$ cat src/rtl/sync_fifo_flags.sv
// sync_fifo_flags: single-clock FIFO with occupancy count, threshold flags, optional FWFT read and sticky error flags
module sync_fifo_flags #(
  parameter int WIDTH    = 8,
  parameter int AW       = 4,
  parameter int AF_LEVEL = 12,
  parameter int AE_LEVEL = 2,
  parameter int FWFT     = 0
) (
  input  logic             clk,
  input  logic             rst,
  input  logic             w_en,
  input  logic [WIDTH-1:0] w_data,
  input  logic             r_en,
  output logic [WIDTH-1:0] r_data,
  output logic             r_valid,
  output logic             full,
  output logic             empty,
  output logic             almost_full,
  output logic             almost_empty,
  output logic [AW:0]      count,
  output logic             overflow,
  output logic             underflow,
  input  logic             clr_err
);
  localparam int DEPTH = 1 << AW;
  if (AF_LEVEL < 1 || AF_LEVEL > DEPTH || AE_LEVEL < 0 || AE_LEVEL > DEPTH - 1) begin : g_bad_level
    $error("sync_fifo_flags: AF_LEVEL/AE_LEVEL out of range");
  end
  logic [WIDTH-1:0] mem [DEPTH];
  logic [AW:0]      wr_ptr_q, wr_ptr_d, rd_ptr_q, rd_ptr_d, count_q, count_d;
  logic [WIDTH-1:0] r_data_q, r_data_d;
  logic             r_valid_q, r_valid_d, ovf_q, ovf_d, udf_q, udf_d, rd_acc, wr_acc;
  logic [AW-1:0]    wr_addr, rd_addr;
  assign wr_addr      = wr_ptr_q[AW-1:0];
  assign rd_addr      = rd_ptr_q[AW-1:0];
  assign empty        = wr_ptr_q == rd_ptr_q;
  assign full         = wr_addr == rd_addr && wr_ptr_q[AW] != rd_ptr_q[AW];
  assign count        = count_q;
  assign almost_full  = count_q >= (AW+1)'(AF_LEVEL);
  assign almost_empty = count_q <= (AW+1)'(AE_LEVEL);
  assign overflow     = ovf_q;
  assign underflow    = udf_q;
  assign r_data       = FWFT != 0 ? (empty ? '0 : mem[rd_addr]) : r_data_q;
  assign r_valid      = FWFT != 0 ? ~empty : r_valid_q;
  // A write into a full FIFO slips in only when the head is popped in the same cycle
  always_comb begin
    rd_acc    = r_en & ~empty;
    wr_acc    = w_en & (~full | rd_acc);
    wr_ptr_d  = wr_ptr_q + (AW+1)'(wr_acc);
    rd_ptr_d  = rd_ptr_q + (AW+1)'(rd_acc);
    count_d   = count_q + (AW+1)'(wr_acc) - (AW+1)'(rd_acc);
    r_data_d  = rd_acc ? mem[rd_addr] : r_data_q;
    r_valid_d = rd_acc;
    ovf_d     = (ovf_q & ~clr_err) | (w_en & ~wr_acc);
    udf_d     = (udf_q & ~clr_err) | (r_en & ~rd_acc);
  end
  always_ff @(posedge clk or posedge rst) begin
    if (rst) begin
      wr_ptr_q  <= '0;
      rd_ptr_q  <= '0;
      count_q   <= '0;
      r_data_q  <= '0;
      r_valid_q <= 1'b0;
      ovf_q     <= 1'b0;
      udf_q     <= 1'b0;
    end else begin
      wr_ptr_q  <= wr_ptr_d;
      rd_ptr_q  <= rd_ptr_d;
      count_q   <= count_d;
      r_data_q  <= r_data_d;
      r_valid_q <= r_valid_d;
      ovf_q     <= ovf_d;
      udf_q     <= udf_d;
    end
  end
  always_ff @(posedge clk) begin
    if (wr_acc) mem[wr_addr] <= w_data;
  end
endmodule

$ cat config.mk
export PLATFORM = sky130hd
export DESIGN_NAME = sync_fifo_flags
export DESIGN_NICKNAME = d
export VERILOG_FILES = /design/src/rtl/sync_fifo_flags.sv
export SDC_FILE = /design/constraint.sdc
export NUM_CORES = 1
export LEC_CHECK = 0
export CORE_ASPECT_RATIO = 2
export CORE_MARGIN = 1.5
export CORE_UTILIZATION = 41
export CTS_CLUSTER_SIZE = 40
export DETAILED_ROUTE_END_ITERATION = 16
export HOLD_SLACK_MARGIN = 0.12
export SLEW_MARGIN = 40
export SYNTH_ARGS = -nofsm -noshare
export SYNTH_HDL_FRONTEND = slang
export SYNTH_SLANG_ARGS = --single-unit
$ cat constraint.sdc
create_clock -name clk -period 3.7 [get_ports clk]
set_input_delay 0.925 -clock clk [delete_from_list [all_inputs] [get_ports clk]]
set_output_delay 0.925 -clock clk [all_outputs]
set_load 0.02 [all_outputs]
==> results.json, run 1 <==
{
  "status": "finished clean",
  "syn_avg_cell_area_sq_um": 19.2,
  "min_delay_path_depth": 1,
  "wl_per_cell_microns": 19.9,
  "startpoint_type": "flip-flop",
  "crit_slowest_cell": "dfrtp_1",
  "first_pass_iters": 4,
  "die_area_sq_um": 16000,
  "clock.fmax_mhz": 297,
  "synth-seq-area-share_pct": 72.3,
  "dp_hpwl_mm": 8.24,
  "r2r_slack_ns": 0.56,
  "area.growth.synth_to_final_pct": 19.9,
  "clk_latency_ns": 0.41,
  "gp_congestion": 0.742,
  "cts_tree": "done",
  "fin_crit_ns": 3.37,
  "critPathMaxFanout": 14,
  "drt_iter0_drc": 201,
  "reg2reg_depth": 10,
  "synth_area_sq_um": 6220,
  "synth_compound_area_share_pct": 3.26,
  "reg2reg_to": "count[4]$_DFF_PP0_",
  "cts_buffer_depth": 2,
  "path_delay_family": "flip-flops",
  "timing.hold.ws_ns": 0.508,
  "synthTopCellsByArea": "edfxtp_1, mux4_2, dfrtp_1",
  "worstPathCellList": "xnor2_1 -> nand4_1 -> nor2_1 -> clkdlybuf4s50_1",
  "grt_usage_pct": 15.8,
  "synth_commonest_cells": "edfxtp_1, mux4_2, dfrtp_1",
  "cts_sinks": 154,
  "drive_gt1_share_pct": 25.6,
  "nNetsFinal": 404,
  "io_buffer_count": 32,
  "core.rowCount": 63,
  "synth.net_count": 350,
  "crit_path_start": "wr_ptr_q[2]$_DFF_PP0_",
  "post-route-period-util_pct": 91.1,
  "ys_warn_count": 0,
  "holdBufCountCts": 0,
  "coreArea_sq_um": 14800,
  "synth_cells": 324,
  "die_w_microns": 90.1,
  "vias": 3015,
  "synth-adder-area-share_pct": 2.74,
  "instances_no_fill": 586,
  "synth_top_area_share_pct": 61.8,
  "numCtsBuffers": 17,
  "tightestPinTransition_ns": 0.743,
  "max_stage_delay_ns": 0.69,
  "min_from": "r_data[7]$_DFFE_PP0N_",
  "final_max_slew_viol_count": 0,
  "synthXorXnorAreaFrac_pct": 2.11,
  "rsz0062_at_grt": "false",
  "remaining_drc_errors": 0,
  "synthArstFlopShare_pct": 16.9,
  "drv_cap": 0,
  "synth_edf_count": 128,
  "leakagePower_nw": 2.57,
  "reg2reg_from": "wr_ptr_q[2]$_DFF_PP0_",
  "path_class": "flip-flop to output pin",
  "yosys.area_share.simple_pct": 4.08,
  "max_slew_margin_pct": 50.3,
  "cp-end-kind": "output pin",
  "cts_setup_buffers": 0,
  "grt_pass1_vias": 3340,
  "post_cts_resize_count": 0,
  "antennaDiodeCount": 0,
  "vdd.ir_drop.worst_v": 0.000407,
  "antenna_found_initial": 0,
  "start_util_pct": 42.0,
  "ys_ff_latch": 154,
  "chipHeight_microns": 177,
  "arrival_ns": 2.45,
  "postRouteAntennaNets": 0,
  "min_to": "r_data[7]$_DFFE_PP0N_",
  "muxShareOfSynthArea_pct": 13.2,
  "avgViaCountPerCell": 5.15,
  "final-setup-viol-count": 0,
  "wirelength_mm": 11.7,
  "power.density_nw_per_um2": 808,
  "cts_root_buf": "clkbuf_16",
  "ys.flop_type": "edfxtp_1",
  "cts.htree.levels": 4,
  "fin_tns_setup_ns": 0,
  "clkTransAtPathRegs_ns": 0.06,
  "hold_viol": 0,
  "yosysTopAreaCell": "edfxtp_1",
  "grt_remaining_overflow": 0,
  "hold_class": "flip-flop to flip-flop",
  "grt_first_pass_wirelength_mm": 18.4,
  "io_pins": 33,
  "ys_types": 36,
  "cp.required_ns": 2.77,
  "grt_max_degree": 36,
  "dp.cells": 554,
  "skew_ns": 0.00705,
  "yosysMostFrequentCell": "edfxtp_1",
  "synth_top_family_by_area": "multiplexers",
  "crit_buf_inv": 1
}
cell families after synthesis:
group,count (synthesis)
AOI/OAI and AO/OA,26
adders and majority gates,13
buffers and inverters,27
muxes,41
and+or+nand+nor,48
xor gates and xnor gates,15
DFF,154
per-stage QoR:
step / setup WS [ns] / util [%] / cell area [sq um] / total power, mW
floorplan: 1.17 / - / 6220 / 3.76
global placement: 0.578 / 46.2 / 6850 / 4.32
detailed placement: 0.528 / 46.2 / 6850 / 4.37
CTS: 0.320 / 50.3 / 7450 / 6.12
global route: 0.221 / 50.3 / 7450 / 6.35
finish: 0.328 / 50.3 / 7450 / 6.03
worst max path at each step:
stage	end	cells after the start
floorplan	count[4]$_DFF_PP0_	12
global placement	count[4]$_DFF_PP0_	9
detailed placement	count[4]$_DFF_PP0_	10
CTS	full	4
global route	empty	4
finish	empty	4
cells in the final DEF, fill, tap and decap left out, types with 10 or more instances in the layout:
cell               n
edfxtp_1         128
mux4_2            32
clkdlybuf4s50_1   32
dfrtp_1           25
buf_4             20
clkbuf_16         17
a22oi_1           16
ha_1              12
xnor2_1           10
nand2_1           10
sequential cells by signal, summed over array words and instances (netlist names):
| signal | cells |
|---|---|
| mem | 128 |
| r_data | 8 |
| count | 5 |
| rd_ptr_q | 5 |
| wr_ptr_q | 5 |
| overflow | 1 |
| r_valid | 1 |
| underflow | 1 |
power by group:
group / switching [mW] / leakage [nW] / internal (mW) / total (mW)
Combinational: 0.994 / 0.809 / 0.914 / 1.91
Clock: 0.709 / 0.293 / 1.03 / 1.74
Sequential: 0.199 / 1.47 / 2.18 / 2.38
Total: 1.90 / 2.57 / 4.12 / 6.03
routing by layer:
metal / vias to the layer above / part of all wire [%] / global-route usage (%) / routed length [microns]
met1: 1544 / 36 / 15.7 / 4200
met2: 59 / 60 / 31.9 / 7010
met4: 0 / 1.1 / 5.09 / 131
li1: 1403 / - / - / -
met5: - / 0 / 0 / 0
met3: 9 / 2.7 / 3.22 / 309
layout make-up:
class	instances	area [sq um]
Fill cell	1277	7360
Timing Repair Buffer	52	470
Multi-Input combinational cell	143	1600
Inverter	10	37.5
Tap cell	195	244
Clock buffer	19	443
Clock inverter	13	160
Sequential cell	154	4500
Note: power is estimated with default switching activity, not from simulation.
==> run 2, diff against run 1 <==
- REMOVE_ABC_BUFFERS: default -> 1
- clock period: 3.7 -> 4.2 ns (I/O delays scaled with it)
==> run 2 against run 1 <==
Sequential share of layout area increased by 0.25 points. Register-to-register slack gained 0.49 ns. Total power down 13%. Flip-flop and latch count unchanged. Wire length increased by 2.0%. Clock power decreased by 16%. Sequential power down 12%. First-iteration DRC count rose by 20%. Die area unchanged. Via count is 1.0% higher. Largest cell class unchanged.
==> results.json, run 2 (synthesis results as in run 1) <==
{
  "status": "finished clean",
  "rsz0062_at_grt": "false",
  "grt_first_pass_wirelength_mm": 18.9,
  "io_pins": 33,
  "crit_slowest_cell": "dfrtp_1",
  "leakagePower_nw": 2.56,
  "drive_gt1_share_pct": 25.9,
  "die_w_microns": 90.1,
  "max_slew_margin_pct": 51.5,
  "clock.fmax_mhz": 289,
  "crit_buf_inv": 1,
  "power.density_nw_per_um2": 707,
  "arrival_ns": 2.41,
  "num-fill-cells": 1261,
  "coreArea_sq_um": 14800,
  "dp.cells": 553,
  "post_cts_resize_count": 0,
  "drt_iter0_drc": 242,
  "worstPathCellList": "xnor2_1 -> nand4_1 -> nor2_1 -> clkdlybuf4s50_1",
  "grt_max_degree": 36,
  "fin_tns_setup_ns": 0,
  "skew_ns": 0.0122,
  "hold_class": "flip-flop to flip-flop",
  "path_delay_family": "flip-flops",
  "first_pass_iters": 4,
  "cts_buffer_depth": 2,
  "wl_per_cell_microns": 20.3,
  "remaining_drc_errors": 0,
  "grt_pass1_vias": 3342,
  "post-route-util_pct": 50.1,
  "cts_setup_buffers": 0,
  "tightestPinTransition_ns": 0.726,
  "postRouteAntennaNets": 0,
  "area.growth.synth_to_final_pct": 19.4,
  "avgViaCountPerCell": 5.21,
  "clkTransAtPathRegs_ns": 0.07,
  "final_max_slew_viol_count": 0,
  "cp.required_ns": 3.15,
  "critPathMaxFanout": 14,
  "numCtsBuffers": 17,
  "final_common_cell": "edfxtp_1",
  "gp_congestion": 0.762,
  "cp-end-kind": "output pin",
  "grt_remaining_overflow": 0,
  "dp_hpwl_mm": 8.02,
  "hold_viol": 0,
  "mostFrequentLayoutCells": "edfxtp_1, mux4_2, clkdlybuf4s50_1",
  "cts_tree": "done",
  "chipHeight_microns": 177,
  "nNetsFinal": 403,
  "core.rowCount": 63,
  "start_util_pct": 42.0,
  "vias": 3045,
  "cts_sinks": 154,
  "startpoint_type": "flip-flop",
  "clk_latency_ns": 0.42,
  "drv_cap": 0,
  "io_buffer_count": 32,
  "path_class": "flip-flop to output pin",
  "cts_root_buf": "clkbuf_16",
  "post-route-period-util_pct": 82.5,
  "die_area_sq_um": 16000,
  "final-setup-viol-count": 0,
  "wirelength_mm": 11.9,
  "vdd.ir_drop.worst_v": 0.000291,
  "largest-register": "mem",
  "max_stage_delay_ns": 0.68,
  "antenna_found_initial": 0,
  "instances_no_fill": 585,
  "holdBufCountCts": 0,
  "antennaDiodeCount": 0,
  "largest_reg_flops": 128,
  "fin_crit_ns": 3.46,
  "grt_usage_pct": 16.5,
  "cts.htree.levels": 4
}
-- run 2: cell types whose count changed in the layout (fill, tap and decap cells not counted), sizes merged --
cell	before	now
clkbuf	19	18
inv	16	14
bufinv	2	1
clkinv	4	8
buf	20	19
-- run 2: through the flow --
step           hold WS [ns]  setup WS, ns  total power [mW]  instance area, sq um
4_1_cts               0.510         0.712              5.33                  7420
2_1_floorplan         0.502         0.557              3.23                  6110
3_3_place_gp          0.493         0.899              3.80                  6840
3_5_place_dp          0.495         0.846              3.85                  6840
6_report              0.504         0.736              5.25                  7420
5_1_grt               0.522         0.502              5.53                  7420
-- run 2: power breakdown --
group	internal [mW]	total [mW]	leakage [nW]	switching, mW
sequential	1.92	2.10	1.47	0.178
combinational	0.807	1.68	0.804	0.872
clock	0.845	1.47	0.285	0.629
-- run 2: area by class of cell --
type / count / area, sq um / share of cell area (%)
clock buffers: 18 / 439 / 5.92
clock inverters: 14 / 140 / 1.89
inverters: 10 / 37.5 / 0.506
multi-input cells: 143 / 1600 / 21.6
flip-flops and latches: 154 / 4500 / 60.6
well taps: 195 / 244 / 3.29
repair buffers: 51 / 463 / 6.24
-- run 2: metal layers --
layer	wire (microns)	vias to the layer above	track usage, %	share of wire, %
li1	-	1402	-	-
met1	4340	1575	16.9	36
met2	7070	58	31.5	59
met3	344	10	3.82	2.9
met4	142	0	6.68	1.2
met5	0	-	0	0
-- run 2: final timing paths --
kind / cells after the start / slack (ns) / from / end
max: 4 / 0.74 / wr_ptr_q[2]$_DFF_PP0_ / empty
min: 1 / 0.50 / r_data[7]$_DFFE_PP0N_ / r_data[7]$_DFFE_PP0N_
max reg2reg: 10 / 1.05 / wr_ptr_q[2]$_DFF_PP0_ / count[4]$_DFF_PP0_
min reg2reg: 1 / 0.50 / r_data[7]$_DFFE_PP0N_ / r_data[7]$_DFFE_PP0N_
max in group asynchronous: 2 / 2.82 / rst / rd_ptr_q[0]$_DFF_PP0_
min in group asynchronous: 2 / 0.99 / rst / r_data[1]$_DFFE_PP0N_
